===== config.mk =====
export PLATFORM = sky130hd
export DESIGN_NAME = rx_watchdog_mc
export DESIGN_NICKNAME = d
export VERILOG_FILES = /design/src/rtl/rx_watchdog_mc_pkg.sv /design/src/rtl/rx_watchdog_mc_dc_sign_monitor.sv /design/src/rtl/rx_watchdog_mc.sv
export SDC_FILE = /design/constraint.sdc
export NUM_CORES = 1
export LEC_CHECK = 0
export CAP_MARGIN = 0
export CORE_MARGIN = 2
export CORE_UTILIZATION = 50
export CTS_BUF_LIST = sky130_fd_sc_hd__clkbuf_2 sky130_fd_sc_hd__clkbuf_4 sky130_fd_sc_hd__clkbuf_8
export DETAILED_ROUTE_END_ITERATION = 7
export PLACE_DENSITY = 0.86
export SLEW_MARGIN = 15
export SYNTH_ARGS = -nofsm -noshare
export SYNTH_HDL_FRONTEND = slang
export SYNTH_SLANG_ARGS = --single-unit

===== constraint.sdc =====
create_clock -name clk -period 2.45 [get_ports clk]
set_input_delay 0.6125 -clock clk [delete_from_list [all_inputs] [get_ports clk]]
set_output_delay 0.6125 -clock clk [all_outputs]
set_load 0.05 [all_outputs]

===== src/rtl/rx_watchdog_mc_pkg.sv =====
`default_nettype none
// rx_watchdog_mc_pkg: FSM states, fault-cause bit positions and the saturating abs helper
// shared by the receiver watchdog. Rev 1.0
package rx_watchdog_mc_pkg;

    typedef enum logic [1:0] {
        S_IDLE      = 2'd0,
        S_ARMED     = 2'd1,
        S_RST_PULSE = 2'd2,
        S_HOLDOFF   = 2'd3
    } wd_state_t;

    localparam int CAUSE_DC  = 0;
    localparam int CAUSE_LEN = 1;
    localparam int CAUSE_EQ  = 2;

    // -2^15 has no positive counterpart; clamp it so it never reads as small
    function automatic logic [15:0] abs_sat16(input logic signed [15:0] v);
        if (v == 16'sh8000) begin
            return 16'h7FFF;
        end else if (v < 16'sd0) begin
            return 16'(-v);
        end else begin
            return 16'(v);
        end
    endfunction

endpackage
`default_nettype wire


===== src/rtl/rx_watchdog_mc_dc_sign_monitor.sv =====
`default_nettype none
// rx_watchdog_mc_dc_sign_monitor: one channel's sliding window of I/Q sign bits with non-negative
// counts; flags a DC-stuck channel once the window has filled. Rev 1.0
module rx_watchdog_mc_dc_sign_monitor
    import rx_watchdog_mc_pkg::*;
#(
    parameter int IQ_DATA_WIDTH = 16,
    parameter int DC_WIN_LOG2   = 5
) (
    input  logic                       clk,
    input  logic                       rstn,
    input  logic                       clr,
    input  logic                       sample,
    input  logic [2*IQ_DATA_WIDTH-1:0] iq,
    input  logic [7:0]                 dc_th,
    output logic                       dc_fault
);

    localparam int W  = 1 << DC_WIN_LOG2;
    localparam int CW = DC_WIN_LOG2 + 1;
    localparam int TW = ((CW > 8) ? CW : 8) + 1;

    logic [W-1:0]  sh_i, sh_q;
    logic [CW-1:0] cnt_i, cnt_q, fill;
    logic          nn_i, nn_q, full, th_on;
    logic [TW-1:0] th_w, hi_w, ci_w, cq_w;
    logic          unused_mag;

    assign nn_i = ~iq[2*IQ_DATA_WIDTH-1];
    assign nn_q = ~iq[IQ_DATA_WIDTH-1];
    assign unused_mag = ^{iq[2*IQ_DATA_WIDTH-2:IQ_DATA_WIDTH], iq[IQ_DATA_WIDTH-2:0]};

    // Shift regs start at zero, so the bit leaving is 0 until the window is full
    always_ff @(posedge clk or negedge rstn) begin
        if (!rstn) begin
            sh_i  <= '0;
            sh_q  <= '0;
            cnt_i <= '0;
            cnt_q <= '0;
            fill  <= '0;
        end else if (clr) begin
            sh_i  <= '0;
            sh_q  <= '0;
            cnt_i <= '0;
            cnt_q <= '0;
            fill  <= '0;
        end else if (sample) begin
            sh_i  <= {sh_i[W-2:0], nn_i};
            sh_q  <= {sh_q[W-2:0], nn_q};
            cnt_i <= cnt_i + CW'(nn_i) - CW'(sh_i[W-1]);
            cnt_q <= cnt_q + CW'(nn_q) - CW'(sh_q[W-1]);
            if (fill != CW'(W)) begin
                fill <= fill + CW'(1);
            end
        end
    end

    assign full  = (fill == CW'(W));
    assign th_w  = TW'(dc_th);
    assign hi_w  = TW'(W) - th_w;
    assign ci_w  = TW'(cnt_i);
    assign cq_w  = TW'(cnt_q);
    assign th_on = (dc_th != 8'd0) && (th_w < TW'(W / 2));

    assign dc_fault = full && th_on &&
                      ((ci_w < th_w) || (ci_w > hi_w) || (cq_w < th_w) || (cq_w > hi_w));

endmodule
`default_nettype wire


===== src/rtl/rx_watchdog_mc.sv =====
`default_nettype none
// rx_watchdog_mc: multi-channel RX watchdog (DC-stuck IQ, SIGNAL length window, collapsed equalizer)
// that issues a fixed-width receiver reset then a holdoff, and keeps fault statistics. Rev 1.0
module rx_watchdog_mc
    import rx_watchdog_mc_pkg::*;
#(
    parameter int IQ_DATA_WIDTH    = 16,
    parameter int NUM_CH           = 2,
    parameter int LEN_WIDTH        = 16,
    parameter int DC_WIN_LOG2      = 5,
    parameter int EQ_CNT_WIDTH     = 6,
    parameter int EQ_SMALL_MAG     = 4,
    parameter int RST_PULSE_CYCLES = 4,
    parameter int HOLDOFF_CYCLES   = 32
) (
    input  logic                              clk,
    input  logic                              rstn,
    input  logic                              enable,
    input  logic                              power_trigger,
    input  logic [NUM_CH-1:0]                 ch_enable,
    input  logic [NUM_CH*2*IQ_DATA_WIDTH-1:0] iq_in,
    input  logic                              iq_valid,
    input  logic                              sig_valid,
    input  logic [LEN_WIDTH-1:0]              signal_len,
    input  logic [LEN_WIDTH-1:0]              min_len_th,
    input  logic [LEN_WIDTH-1:0]              max_len_th,
    input  logic [7:0]                        dc_th,
    input  logic                              eq_monitor_enable,
    input  logic [EQ_CNT_WIDTH-1:0]           small_eq_th,
    input  logic [31:0]                       equalizer,
    input  logic                              equalizer_valid,
    input  logic                              stat_clear,
    output logic                              receiver_rst,
    output logic [2:0]                        rst_cause,
    output logic [15:0]                       rst_count,
    output logic [1:0]                        wd_state
);

    localparam int TMAX  = (RST_PULSE_CYCLES > HOLDOFF_CYCLES) ? RST_PULSE_CYCLES : HOLDOFF_CYCLES;
    localparam int TMR_W = $clog2(TMAX + 1);

    wd_state_t               state, state_nx;
    logic                    armed, go;
    logic [NUM_CH-1:0]       dc_flt;
    logic                    dc_fault, len_fault, eq_fault, eq_small, fault_evt;
    logic [2:0]              cause_vec;
    logic [EQ_CNT_WIDTH-1:0] eq_cnt;
    logic [TMR_W-1:0]        tmr;

    assign armed = (state == S_ARMED);
    assign go    = enable & power_trigger;

    for (genvar k = 0; k < NUM_CH; k++) begin : g_dc
        rx_watchdog_mc_dc_sign_monitor #(
            .IQ_DATA_WIDTH (IQ_DATA_WIDTH),
            .DC_WIN_LOG2   (DC_WIN_LOG2)
        ) u_mon (
            .clk      (clk),
            .rstn     (rstn),
            .clr      (!armed),
            .sample   (armed & iq_valid),
            .iq       (iq_in[k*2*IQ_DATA_WIDTH +: 2*IQ_DATA_WIDTH]),
            .dc_th    (dc_th),
            .dc_fault (dc_flt[k])
        );
    end

    assign dc_fault  = |(dc_flt & ch_enable);
    assign len_fault = sig_valid &&
                       (((min_len_th != '0) && (signal_len < min_len_th)) ||
                        ((max_len_th != '0) && (signal_len > max_len_th)));

    assign eq_small = (abs_sat16(equalizer[31:16]) < 16'(EQ_SMALL_MAG)) &&
                      (abs_sat16(equalizer[15:0])  < 16'(EQ_SMALL_MAG));

    always_ff @(posedge clk or negedge rstn) begin
        if (!rstn) begin
            eq_cnt <= '0;
        end else if (!armed) begin
            eq_cnt <= '0;
        end else if (equalizer_valid && eq_monitor_enable) begin
            if (!eq_small) begin
                eq_cnt <= '0;
            end else if (eq_cnt != '1) begin
                eq_cnt <= eq_cnt + EQ_CNT_WIDTH'(1);
            end
        end
    end

    assign eq_fault = eq_monitor_enable && (small_eq_th != '0) && (eq_cnt >= small_eq_th);

    always_comb begin
        cause_vec            = 3'b000;
        cause_vec[CAUSE_DC]  = dc_fault;
        cause_vec[CAUSE_LEN] = len_fault;
        cause_vec[CAUSE_EQ]  = eq_fault;
    end

    assign fault_evt = armed && (cause_vec != 3'b000);

    always_comb begin
        state_nx = state;
        unique case (state)
            S_IDLE:      if (go) state_nx = S_ARMED;
            S_ARMED: begin
                if (fault_evt) state_nx = S_RST_PULSE;
                else if (!go)  state_nx = S_IDLE;
            end
            S_RST_PULSE: if (tmr == TMR_W'(RST_PULSE_CYCLES - 1)) state_nx = S_HOLDOFF;
            S_HOLDOFF:   if (tmr == TMR_W'(HOLDOFF_CYCLES - 1))   state_nx = S_IDLE;
            default:     state_nx = S_IDLE;
        endcase
    end

    // tmr counts cycles spent in the current pulse/holdoff phase
    always_ff @(posedge clk or negedge rstn) begin
        if (!rstn) begin
            state        <= S_IDLE;
            tmr          <= '0;
            receiver_rst <= 1'b0;
        end else begin
            state        <= state_nx;
            receiver_rst <= (state_nx == S_RST_PULSE);
            if (state_nx != state) begin
                tmr <= '0;
            end else if ((state == S_RST_PULSE) || (state == S_HOLDOFF)) begin
                tmr <= tmr + TMR_W'(1);
            end else begin
                tmr <= '0;
            end
        end
    end

    // A clear in the same cycle as a fault wins for the statistics
    always_ff @(posedge clk or negedge rstn) begin
        if (!rstn) begin
            rst_cause <= 3'b000;
            rst_count <= 16'h0000;
        end else if (stat_clear) begin
            rst_cause <= 3'b000;
            rst_count <= 16'h0000;
        end else if (fault_evt) begin
            rst_cause <= cause_vec;
            if (rst_count != 16'hFFFF) begin
                rst_count <= rst_count + 16'h0001;
            end
        end
    end

    assign wd_state = state;

endmodule
`default_nettype wire


==> results of run 1 <==
==> registers in the layout, summed over array words and instances, names as in the netlist, 2 cells and up <==
signal and flops:
wd_state 2, g_dc.u_mon.cnt_i 12, tmr 6, g_dc.u_mon.cnt_q 12
g_dc.u_mon.sh_i 64, rst_count 16, eq_cnt 6, rst_cause 3
g_dc.u_mon.fill 12, g_dc.u_mon.sh_q 64
==> cell families (layout without fill, tap and decap cells) <==
| family | count (synthesis) | in the layout | synth area share (%) |
|---|---|---|---|
| buffers and inverters | 132 | 403 | 4.46 |
| flip-flops | 198 | 198 | 43.2 |
| adder cells (fa/ha/maj) | 108 | 108 | 12.0 |
| AO/OA/AOI/OAI | 175 | 175 | 10.0 |
| AND/OR/NAND/NOR | 359 | 359 | 14.3 |
| multiplexers | 145 | 145 | 12.6 |
| XOR/XNOR | 45 | 45 | 3.43 |
==> placed cells by master (no fill, tap or decap), types with 6 or more instances in the layout <==
cell,n
a211o_1,9
a211oi_1,8
a21o_1,23
a21oi_1,34
a21oi_2,8
and3_1,9
buf_12,8
buf_4,137
buf_6,6
clkbuf_8,20
clkdlybuf4s50_1,112
dfrtp_1,198
dlymetal6s2s_1,10
ha_1,93
inv_1,84
mux2i_1,145
nand2_1,34
nand2b_1,6
nand3_1,20
nand4_1,16
nor2_1,200
nor2b_1,9
nor3_1,9
nor4_1,11
o21ai_0,30
o21ai_2,6
o31ai_1,6
or3_1,10
xnor2_1,24
xor2_1,20
==> routing by layer <==
layer	up-vias	global-route usage (%)	share of wire, %
met4	0	6.38	1.6
met1	4651	28.7	43
met2	205	38.8	51
li1	4577	-	-
met5	-	0	0
met3	44	4.08	4.3
==> repair_timing <==
action | in CTS | in global routing
gates cloned | 3 | 0
pin swaps | 38 | 47
setup endpoints to repair | 30 | 38
buffers inserted | 5 | 4
resized for setup | 54 | 56
==> worst max-delay path, stage by stage <==
cell and delay [ns]:
buf_6 0.09, buf_6 0.11, or4_4 0.49, nand2_4 0.12
ha_4 0.14, a32o_1 0.15, a32oi_1 0.09, maj3_2 0.32
a222oi_1 0.39, o2111ai_2 0.31, o21ai_4 0.25, buf_12 0.16
buf_16 0.13, mux2i_1 0.18, nor2_1 0.05
==> power by group through the flow <==
stage          Combinational (uW)  Clock (uW)  Sequential [uW]
2_1_floorplan                1070           0             3610
3_3_place_gp                 1920           0             3510
3_5_place_dp                 1980           0             3520
4_1_cts                      2080        2120             3460
5_1_grt                      2370        2260             3480
6_report                     2170        2070             3460
==> area by class of cell <==
class,instances,area (um^2)
multi-input combinational,832,6340
clock inverter,14,143
inverter,89,334
fill,1630,7550
clock buffer,18,248
timing repair buffer,282,2640
sequential,198,4950
tap,285,357
==> worst max path at each step <==
stage / endpoint / slack (ns) / depth (start not counted)
2_1_floorplan: rst_count[1] / -0.82 / 13
3_3_place_gp: wd_state[0] / -1.60 / 15
3_5_place_dp: wd_state[0] / -1.70 / 15
4_1_cts: rst_count[1] / -0.67 / 15
5_1_grt: wd_state[0] / -0.87 / 15
6_report: rst_count[1] / -0.78 / 15
==> metrics by stage <==
step	utilization [%]	hold WS (ns)	instance area, um^2
4_1_cts	65.5	0.0495	14800
6_report	66.6	0.0583	15000
3_5_place_dp	62.7	0.462	14100
5_1_grt	66.6	0.0642	15000
3_3_place_gp	62.7	0.449	14100
2_1_floorplan	-	0.317	11500
==> results.txt, run 1 <==
Initial antenna violation count - 0
Minimum clock period - 3.23 ns
Clock Skews - 0.0125 ns
Max-Cap Viols - 0
GRT overflow - 0
Largest net degree at the start of global routing - 164
Ys Warns - 0
HPWL Detailed - 18.5 mm
Combinational power share - 28.1%
Syn nets - 1,436
DRT antenna net count - 0
Clock sink total - 198
Final wirelength - 26.5 mm
Final period util - 132%
Top cells by area, synth - dfrtp_1, mux2i_1, ha_1
Num rows - 55
CP startpoint - dc_th[1]
Post-synth EDFFs - 0
Run status - finished with violations
Asr flop ratio synth - 100%
Drc violations - 0
Most common cell in the netlist - nor2_1
Initial drt markers - 532
CTS HTree Levels - 4
Initial core utilization - 50.9%
Hold buffer count at CTS - 0
Failing checks - negative setup slack
Clock latency on the worst-skew pair - 0.47 ns
Dominant cell type by area after synthesis - dfrtp_1
Setup repair after global routing missed its margin - yes
Crit start category - primary input
Worst slew pin tran - 0.800 ns
Commonest cells in the netlist - nor2_1, dfrtp_1, mux2i_1
Clock power share - 26.9%
Die Area - 24,200 um^2
Final Non-Filler Cells - 1,718
Clock Pin Slew Worst Setup and Hold Paths - 0.10 ns
Overall die width - 156 um
First-pass GRT wire length - 44.5 mm
DIE HEIGHT - 156 um
Inst Count DP - 1,674
Seq pwr share - 45.0%
Global Route Usage Sum - 22.3%
Fraction of layout cells with a size suffix above 1 - 17.8%
Reg-to-Reg End - rst_count[1]
CTS tree - yes
Max Fclk - 310 MHz
Pre-CTS WS - -1.70 ns
Yosys top cell area share - 43.2%
Crit Reg-Reg Startpoint - g_dc[0].u_mon.cnt_i[1]
Worst path required time - 2.82 ns
FF+latch count, synth - 198
I/O pins - 191
Initial DRT Pass Iterations - 4
PwrDens - 512 nW/um^2
Reg2Reg Setup Slack - -0.48 ns
Vias - 9,477
HP Class - primary input to asynchronous set/reset pin
Area Overhead vs Synth - 30.8%
Fin nets - 1,694
Cell-internal power - 5180 uW
CP Capture Type - register
Wirelength per Cell - 15.4 um
Core box area - 22,600 um^2
Crit Path Max Fanout - 8
Vias in the first global route - 9,605
Final number of setup-violating endpoints - 22
Clock root cell - clkbuf_8
Setup ws final - -0.778 ns
Sw frac - 32.7%
Max VDD drop - 0.835 mV
Slew Limit Headroom - 46.5%
Net Sw Power - 2510 uW
Prevailing post-synth register cell - dfrtp_1
Setup TNS - -15.61 ns
Final Hold Viols - 0
Crit Path Class - primary input to register
Avg Cell Area, Syn - 9.88 um^2
RePlAce Congestion - 0.869
Synth Instances - 1,162
Clock Path Buffers - 2
Leakage - 0.00730 uW
Antenna cells - 0
Clock buffer count from CTS - 17
Area of the mapped netlist - 11,500 um^2
Critical Path AT - 3.59 ns
Vias per inst - 5.52
R2R depth - 12
Unique cell type count in the Yosys netlist - 61
Overall Power - 7700 uW
Max-slew violations - 0
Sequential area share after synthesis - 43.2%
IO buf count - 130
Power figures use the tool's default switching activity.
==> run 2, diff against run 1 <==
--- a/config.mk
+++ b/config.mk
@@ -7,10 +7,10 @@
 export LEC_CHECK = 0
 export CAP_MARGIN = 0
 export CORE_MARGIN = 2
-export CORE_UTILIZATION = 50
+export CORE_UTILIZATION = 56
 export CTS_BUF_LIST = sky130_fd_sc_hd__clkbuf_2 sky130_fd_sc_hd__clkbuf_4 sky130_fd_sc_hd__clkbuf_8
 export DETAILED_ROUTE_END_ITERATION = 7
-export PLACE_DENSITY = 0.86
+export PLACE_DENSITY = 0.9
 export SLEW_MARGIN = 15
 export SYNTH_ARGS = -nofsm -noshare
 export SYNTH_HDL_FRONTEND = slang
==> constraint.sdc (replaced) <==
create_clock -name clk -period 3.1 [get_ports clk]
set_input_delay 0.465 -clock clk [delete_from_list [all_inputs] [get_ports clk]]
set_output_delay 0.465 -clock clk [all_outputs]
set_load 0.05 [all_outputs]
==> run 2 against run 1 <==
Compared with the run above:
- the flow still finishes with violations (negative setup slack)
- cell count decreased by 6.5%
- sequential share of layout area increased by 2.1 points
- die area decreased by 10%
==> results.txt, run 2 (synthesis gave the netlist of run 1 again) <==
Run status - finished with violations
Failing checks - negative setup slack
HP Class - primary input to asynchronous set/reset pin
Wirelength per Cell - 16.7 um (+8.4%)
Num rows - 52 (-5.5%)
Commonest non-fill, non-tap cells in the layout - nor2_1, dfrtp_1, mux2i_1
Inst Count DP - 1,568 (-6.3%)
Setup repair after global routing missed its margin - yes
Clock sink total - 198 (unchanged)
Largest net degree at the start of global routing - 145 (-12%)
Final number of setup-violating endpoints - 2 (-91%)
Fraction of layout cells with a size suffix above 1 - 10.5% (-7.2 points)
Setup ws final - -0.0909 ns (+0.687 ns)
Crit Path Class - primary input to register
GRT overflow - 0 (unchanged)
Final Hold Viols - 0 (unchanged)
Clock root cell - clkbuf_8
RePlAce Congestion - 0.944 (+8.6%)
Filler cell count - 1,349 (-17%)
Slew Limit Headroom - 41.1% (-5.3 points)
PwrDens - 415 nW/um^2 (-19%)
CTS tree - yes
Final period util - 103%
Crit Path Max Fanout - 7 (-1)
Global Route Usage Sum - 24.5% (+2.1 points)
Vias - 9,267 (-2.2%)
Pre-CTS WS - -0.838 ns (+0.860 ns)
Final Non-Filler Cells - 1,607 (-6.5%)
Antenna cells - 0 (unchanged)
Vias per inst - 5.77 (+4.5%)
R2R depth - 12 (unchanged)
Area Overhead vs Synth - 23.1%
Fin nets - 1,599 (-5.6%)
Overall die width - 147 um (-5.4%)
Final wirelength - 26.8 mm (+1.4%)
Max Fclk - 313 MHz
Worst path required time - 3.47 ns (+0.65 ns)
Initial DRT Pass Iterations - 7 (+3)
IO buf count - 130 (unchanged)
I/O pins - 191 (unchanged)
Core box area - 20,200 um^2 (-11%)
Initial antenna violation count - 0 (unchanged)
Clock Skews - 0.0164 ns (+0.00395 ns)
CP Capture Type - register
Largest registers - g_dc.u_mon.sh_i (64), g_dc.u_mon.sh_q (64), rst_count (16)
Max-slew violations - 0 (unchanged)
Drc violations - 0 (unchanged)
Die Area - 21,700 um^2 (-10%)
Reg2Reg Setup Slack - -0.04 ns (+0.44 ns)
Initial drt markers - 597 (+12%)
CTS HTree Levels - 4 (unchanged)
Clock Path Buffers - 2 (unchanged)
Worst slew pin tran - 0.880 ns (+0.0800 ns)
Max-Cap Viols - 0 (unchanged)
Clock Pin Slew Worst Setup and Hold Paths - 0.10 ns (about the same)
Critical Path AT - 3.56 ns (-0.03 ns)
DRT antenna net count - 0 (unchanged)
Crit start category - primary input
Clock latency on the worst-skew pair - 0.48 ns (about the same)
Initial core utilization - 56.9% (+6.1 points)
Vias in the first global route - 9,481 (-1.3%)
Reg-to-Reg End - rst_count[7]
Minimum clock period - 3.19 ns
First-pass GRT wire length - 43.7 mm (-1.6%)
Clock buffer count from CTS - 17 (unchanged)
HPWL Detailed - 18.0 mm (-2.4%)
Max VDD drop - 0.353 mV (-58%)
Commonest non-fill, non-tap cell in the layout - nor2_1
Leakage - 0.00663 uW (-9.3%)
DIE HEIGHT - 147 um (-5.4%)
Crit Reg-Reg Startpoint - g_dc[1].u_mon.cnt_q[1]
==> run 2: report_power, final <==
part           internal [uW]  leakage (uW)  total, uW  switching [uW]
clock network            597      0.000178       1560             965
logic                    652       0.00370       1560             910
registers               2660       0.00275       2750            90.0
total                   3910       0.00663       5870            1960
==> run 2: area by class of cell <==
type	instances	area [um^2]	area share [%]
clock buffers	18	248	1.75
clock inverters	13	114	0.806
inverters	89	337	2.38
multi-input cells	832	6280	44.4
flip-flops and latches	198	4960	35.1
well taps	270	338	2.39
repair buffers	187	1860	13.2
==> run 2: worst max-delay path, cell delays in order <==
cell       delay, ns
buf_4           0.11
inv_2           0.05
ha_4            0.27
inv_4           0.05
buf_4           0.14
ha_4            0.21
nor2b_2         0.16
o31a_1          0.31
o2bb2ai_2       0.16
o221ai_2        0.11
a222oi_1        0.33
o2111ai_2       0.28
o21ai_4         0.30
buf_12          0.15
clkbuf_16       0.14
o21ai_1         0.08
a21oi_1         0.23
==> run 2: metrics by stage <==
stage / util [%] / instance area, um^2 / power, uW / TNS [ns] / hold WS, ns
finish: 70.1 / 14100 / 5870 / -0.119 / 0.0559
global route: 70.1 / 14100 / 6140 / -2.79 / 0.121
CTS: 69.3 / 14000 / 5840 / 0 / 0.0798
detailed placement: 66.5 / 13400 / 4230 / -15.75 / 0.458
global placement: 66.5 / 13400 / 4170 / -13.41 / 0.443
floorplan: - / 11500 / 3680 / -0.0557 / 0.169
==> run 2: how the worst max path moves through the flow <==
| stage | from | end | slack (ns) | cells after the start |
|---|---|---|---|---|
| after global placement | dc_th[0] | rst_count[13] | -0.73 | 13 |
| after detailed placement | dc_th[0] | rst_count[1] | -0.84 | 16 |
| after CTS | dc_th[0] | rst_count[1] | 0.009 | 15 |
| after global routing | g_dc[1].u_mon.cnt_q[1] | rst_count[7] | -0.28 | 12 |
| final | dc_th[1] | rst_count[7] | -0.09 | 17 |
| after floorplan | dc_th[0] | rst_count[1] | -0.02 | 13 |
==> run 2: routing by layer <==
metal	vias to the layer above	share of wire (%)	track usage [%]	wire (um)
met3	93	4.6	3.66	1220
li1	4372	-	-	-
met2	300	52	44.0	13800
met5	-	0	0	0
met4	0	3.4	11.2	924
met1	4502	40	28.9	10800
==> run 2: repair_timing <==
item	in CTS	in global routing
cloned	2	1
hold buffers	0	0
setup endpoints to repair	21	21
pin swaps	17	41
buffers inserted	5	3
gates resized for setup	26	51
==> run 3, diff against run 2 <==
--- a/config.mk
+++ b/config.mk
@@ -6,7 +6,7 @@
 export NUM_CORES = 1
 export LEC_CHECK = 0
 export CAP_MARGIN = 0
-export CORE_MARGIN = 2
+export CORE_MARGIN = 4
 export CORE_UTILIZATION = 56
 export CTS_BUF_LIST = sky130_fd_sc_hd__clkbuf_2 sky130_fd_sc_hd__clkbuf_4 sky130_fd_sc_hd__clkbuf_8
 export DETAILED_ROUTE_END_ITERATION = 7
==> run 3 against run 2 <==
Compared with the run above:
- the flow now finishes without violations
- clock skew is 0.0027 ns lower
- fmax is 4.3% higher
- utilization is 0.83 points lower
- via count is 1.1% lower
- sequential power hardly changed
- sequential cell count stayed put
- setup slack better by 0.13 ns
- total power is 0.18% lower
- critical path depth is 2 lower
- critical path type unchanged
- highest routed layer unchanged
==> results.txt, run 3 (synthesis gave the netlist of run 1 again) <==
Largest registers - g_dc.u_mon.sh_i (64), g_dc.u_mon.sh_q (64), rst_count (16)
Slew Limit Headroom - 48.8% (+7.7 points)
Minimum clock period - 3.06 ns (-0.132 ns)
Area after DPL - 13,400 um^2 (-0.15%)
Num rows - 52 (unchanged)
RePlAce Congestion - 0.926 (-1.9%)
Vias in the first global route - 9,338 (-1.5%)
Clock Pin Slew Worst Setup and Hold Paths - 0.09 ns (about the same)
Inst Count DP - 1,567 (-0.064%)
Leakage - 0.00661 uW (-0.29%)
Commonest non-fill, non-tap cell in the layout - nor2_1
GRT overflow - 0 (unchanged)
Final number of setup-violating endpoints - 0 (-2)
Area Overhead vs Synth - 21.6%
Max-slew violations - 0 (unchanged)
Wirelength per Cell - 15.9 um (-4.5%)
Fin nets - 1,595 (-0.25%)
CP Capture Type - register
DIE HEIGHT - 151 um (+2.7%)
Clock Skews - 0.0138 ns (-0.00269 ns)
HP Class - primary input to asynchronous set/reset pin
Clock buffer count from CTS - 17 (unchanged)
Antenna cells - 0 (unchanged)
I/O pins - 191 (unchanged)
Clock root cell - clkbuf_8
Clock latency on the worst-skew pair - 0.48 ns (about the same)
Final Non-Filler Cells - 1,604 (-0.19%)
Vias - 9,168 (-1.1%)
IO buf count - 130 (unchanged)
Final wirelength - 25.6 mm (-4.6%)
Largest net degree at the start of global routing - 164 (+13%)
Clock Path Buffers - 2 (unchanged)
CTS tree - yes
Crit Reg-Reg Startpoint - g_dc[1].u_mon.cnt_q[1]
Crit Path Class - primary input to register
Crit Path Max Fanout - 8 (+1)
PwrDens - 420 nW/um^2 (+1.0%)
Run status - completed
Core box area - 20,200 um^2 (unchanged)
First-pass GRT wire length - 42.7 mm (-2.5%)
Final Hold Viols - 0 (unchanged)
Critical Path AT - 3.44 ns (-0.12 ns)
Overall die width - 151 um (+2.7%)
CTS HTree Levels - 4 (unchanged)
Final period util - 98.7% (-4.3 points)
Reg2Reg Setup Slack - 0.12 ns (+0.16 ns)
Commonest non-fill, non-tap cells in the layout - nor2_1, dfrtp_1, mux2i_1
Reg-to-Reg End - rst_count[7]
Die Area - 22,900 um^2 (+5.5%)
Vias per inst - 5.72 (-0.88%)
Max VDD drop - 0.376 mV (+6.4%)
Drc violations - 0 (unchanged)
Global Route Usage Sum - 22.9% (-1.6 points)
Max Fclk - 327 MHz (+4.3%)
Fraction of layout cells with a size suffix above 1 - 8.92% (-1.6 points)
Worst slew pin tran - 0.767 ns (-0.113 ns)
HPWL Detailed - 17.8 mm (-1.0%)
Initial drt markers - 608 (+1.8%)
Worst path required time - 3.48 ns (about the same)
Design Area, Final - 14,000 um^2 (-1.2%)
Initial antenna violation count - 0 (unchanged)
Max-Cap Viols - 0 (unchanged)
Clock sink total - 198 (unchanged)
Crit start category - primary input
Initial DRT Pass Iterations - 5 (-2)
Filler cell count - 1,414 (+4.8%)
DRT antenna net count - 0 (unchanged)
Initial core utilization - 56.9% (unchanged)
R2R depth - 11 (-1)
==> run 3: cell count changes in the layout (fill, tap and decap cells not counted), sizes merged <==
| cell | previous run | this run |
|---|---|---|
| clkinvlp | 3 | 2 |
| inv | 95 | 94 |
| buf | 59 | 54 |
| clkdlybuf4s15 | 1 | 0 |
| clkbuf | 21 | 25 |
| bufinv | 0 | 1 |
==> run 3: worst max path at each step <==
stage | from | end | cells after the start
4_1_cts | dc_th[1] | rst_count[10] | 16
3_5_place_dp | dc_th[0] | rst_count[1] | 15
6_report | dc_th[1] | rst_count[7] | 15
3_3_place_gp | dc_th[0] | rst_count[13] | 13
5_1_grt | dc_th[1] | rst_count[1] | 15
2_1_floorplan | dc_th[0] | rst_count[1] | 13
==> run 3: cell type report <==
| cell class | instances | area [um^2] | share of cell area, % |
|---|---|---|---|
| Clock buffer | 20 | 269 | 1.93 |
| Inverter | 89 | 337 | 2.41 |
| Clock inverter | 12 | 118 | 0.842 |
| Sequential cell | 198 | 4950 | 35.5 |
| Multi-Input combinational cell | 832 | 6170 | 44.2 |
| Tap cell | 270 | 338 | 2.42 |
| Timing Repair Buffer | 183 | 1780 | 12.7 |
==> run 3: metal layers <==
layer  vias up  share of wire, %  GRT usage (%)
li1       4371                 -              -
met1      4469                40           27.7
met2       273                52           40.4
met3        55               5.4           4.79
met4         0               2.4           7.75
met5         -                 0              0
==> run 3: per-stage QoR <==
step / hold slack, ns / setup WS (ns) / TNS, ns / power, uW / util (%)
CTS: 0.0614 / 0.00708 / 0 / 5860 / 68.8
detailed placement: 0.454 / -0.868 / -16.78 / 4220 / 66.4
finish: 0.0313 / 0.0416 / 0 / 5860 / 69.2
global route: 0.0921 / -0.0804 / -0.530 / 6140 / 69.2
floorplan: 0.169 / -0.0240 / -0.0557 / 3680 / -
global placement: 0.445 / -0.737 / -13.62 / 4160 / 66.4
==> run 3: worst max-delay path: stages <==
cell       delay, ns
buf_2           0.14
inv_1           0.07
ha_1            0.30
inv_4           0.11
ha_4            0.20
nor2b_1         0.14
o31ai_1         0.28
a21boi_1        0.11
o221a_1         0.23
a222oi_1        0.32
o2111ai_2       0.27
o21ai_4         0.32
buf_8           0.17
o21ai_0         0.12
a21oi_1         0.18
==> run 3: power breakdown <==
group / total, uW / internal (uW) / switching (uW)
sequential: 2750 / 2660 / 90.7
clock: 1620 / 703 / 920
combinational: 1490 / 615 / 875
==> run 3: timing repair <==
action,CTS,global route
buffers inserted,2,3
setup endpoints to repair,21,20
pin swaps,12,20
gates cloned,1,1
gates resized for setup,18,32
hold buffers,0,0
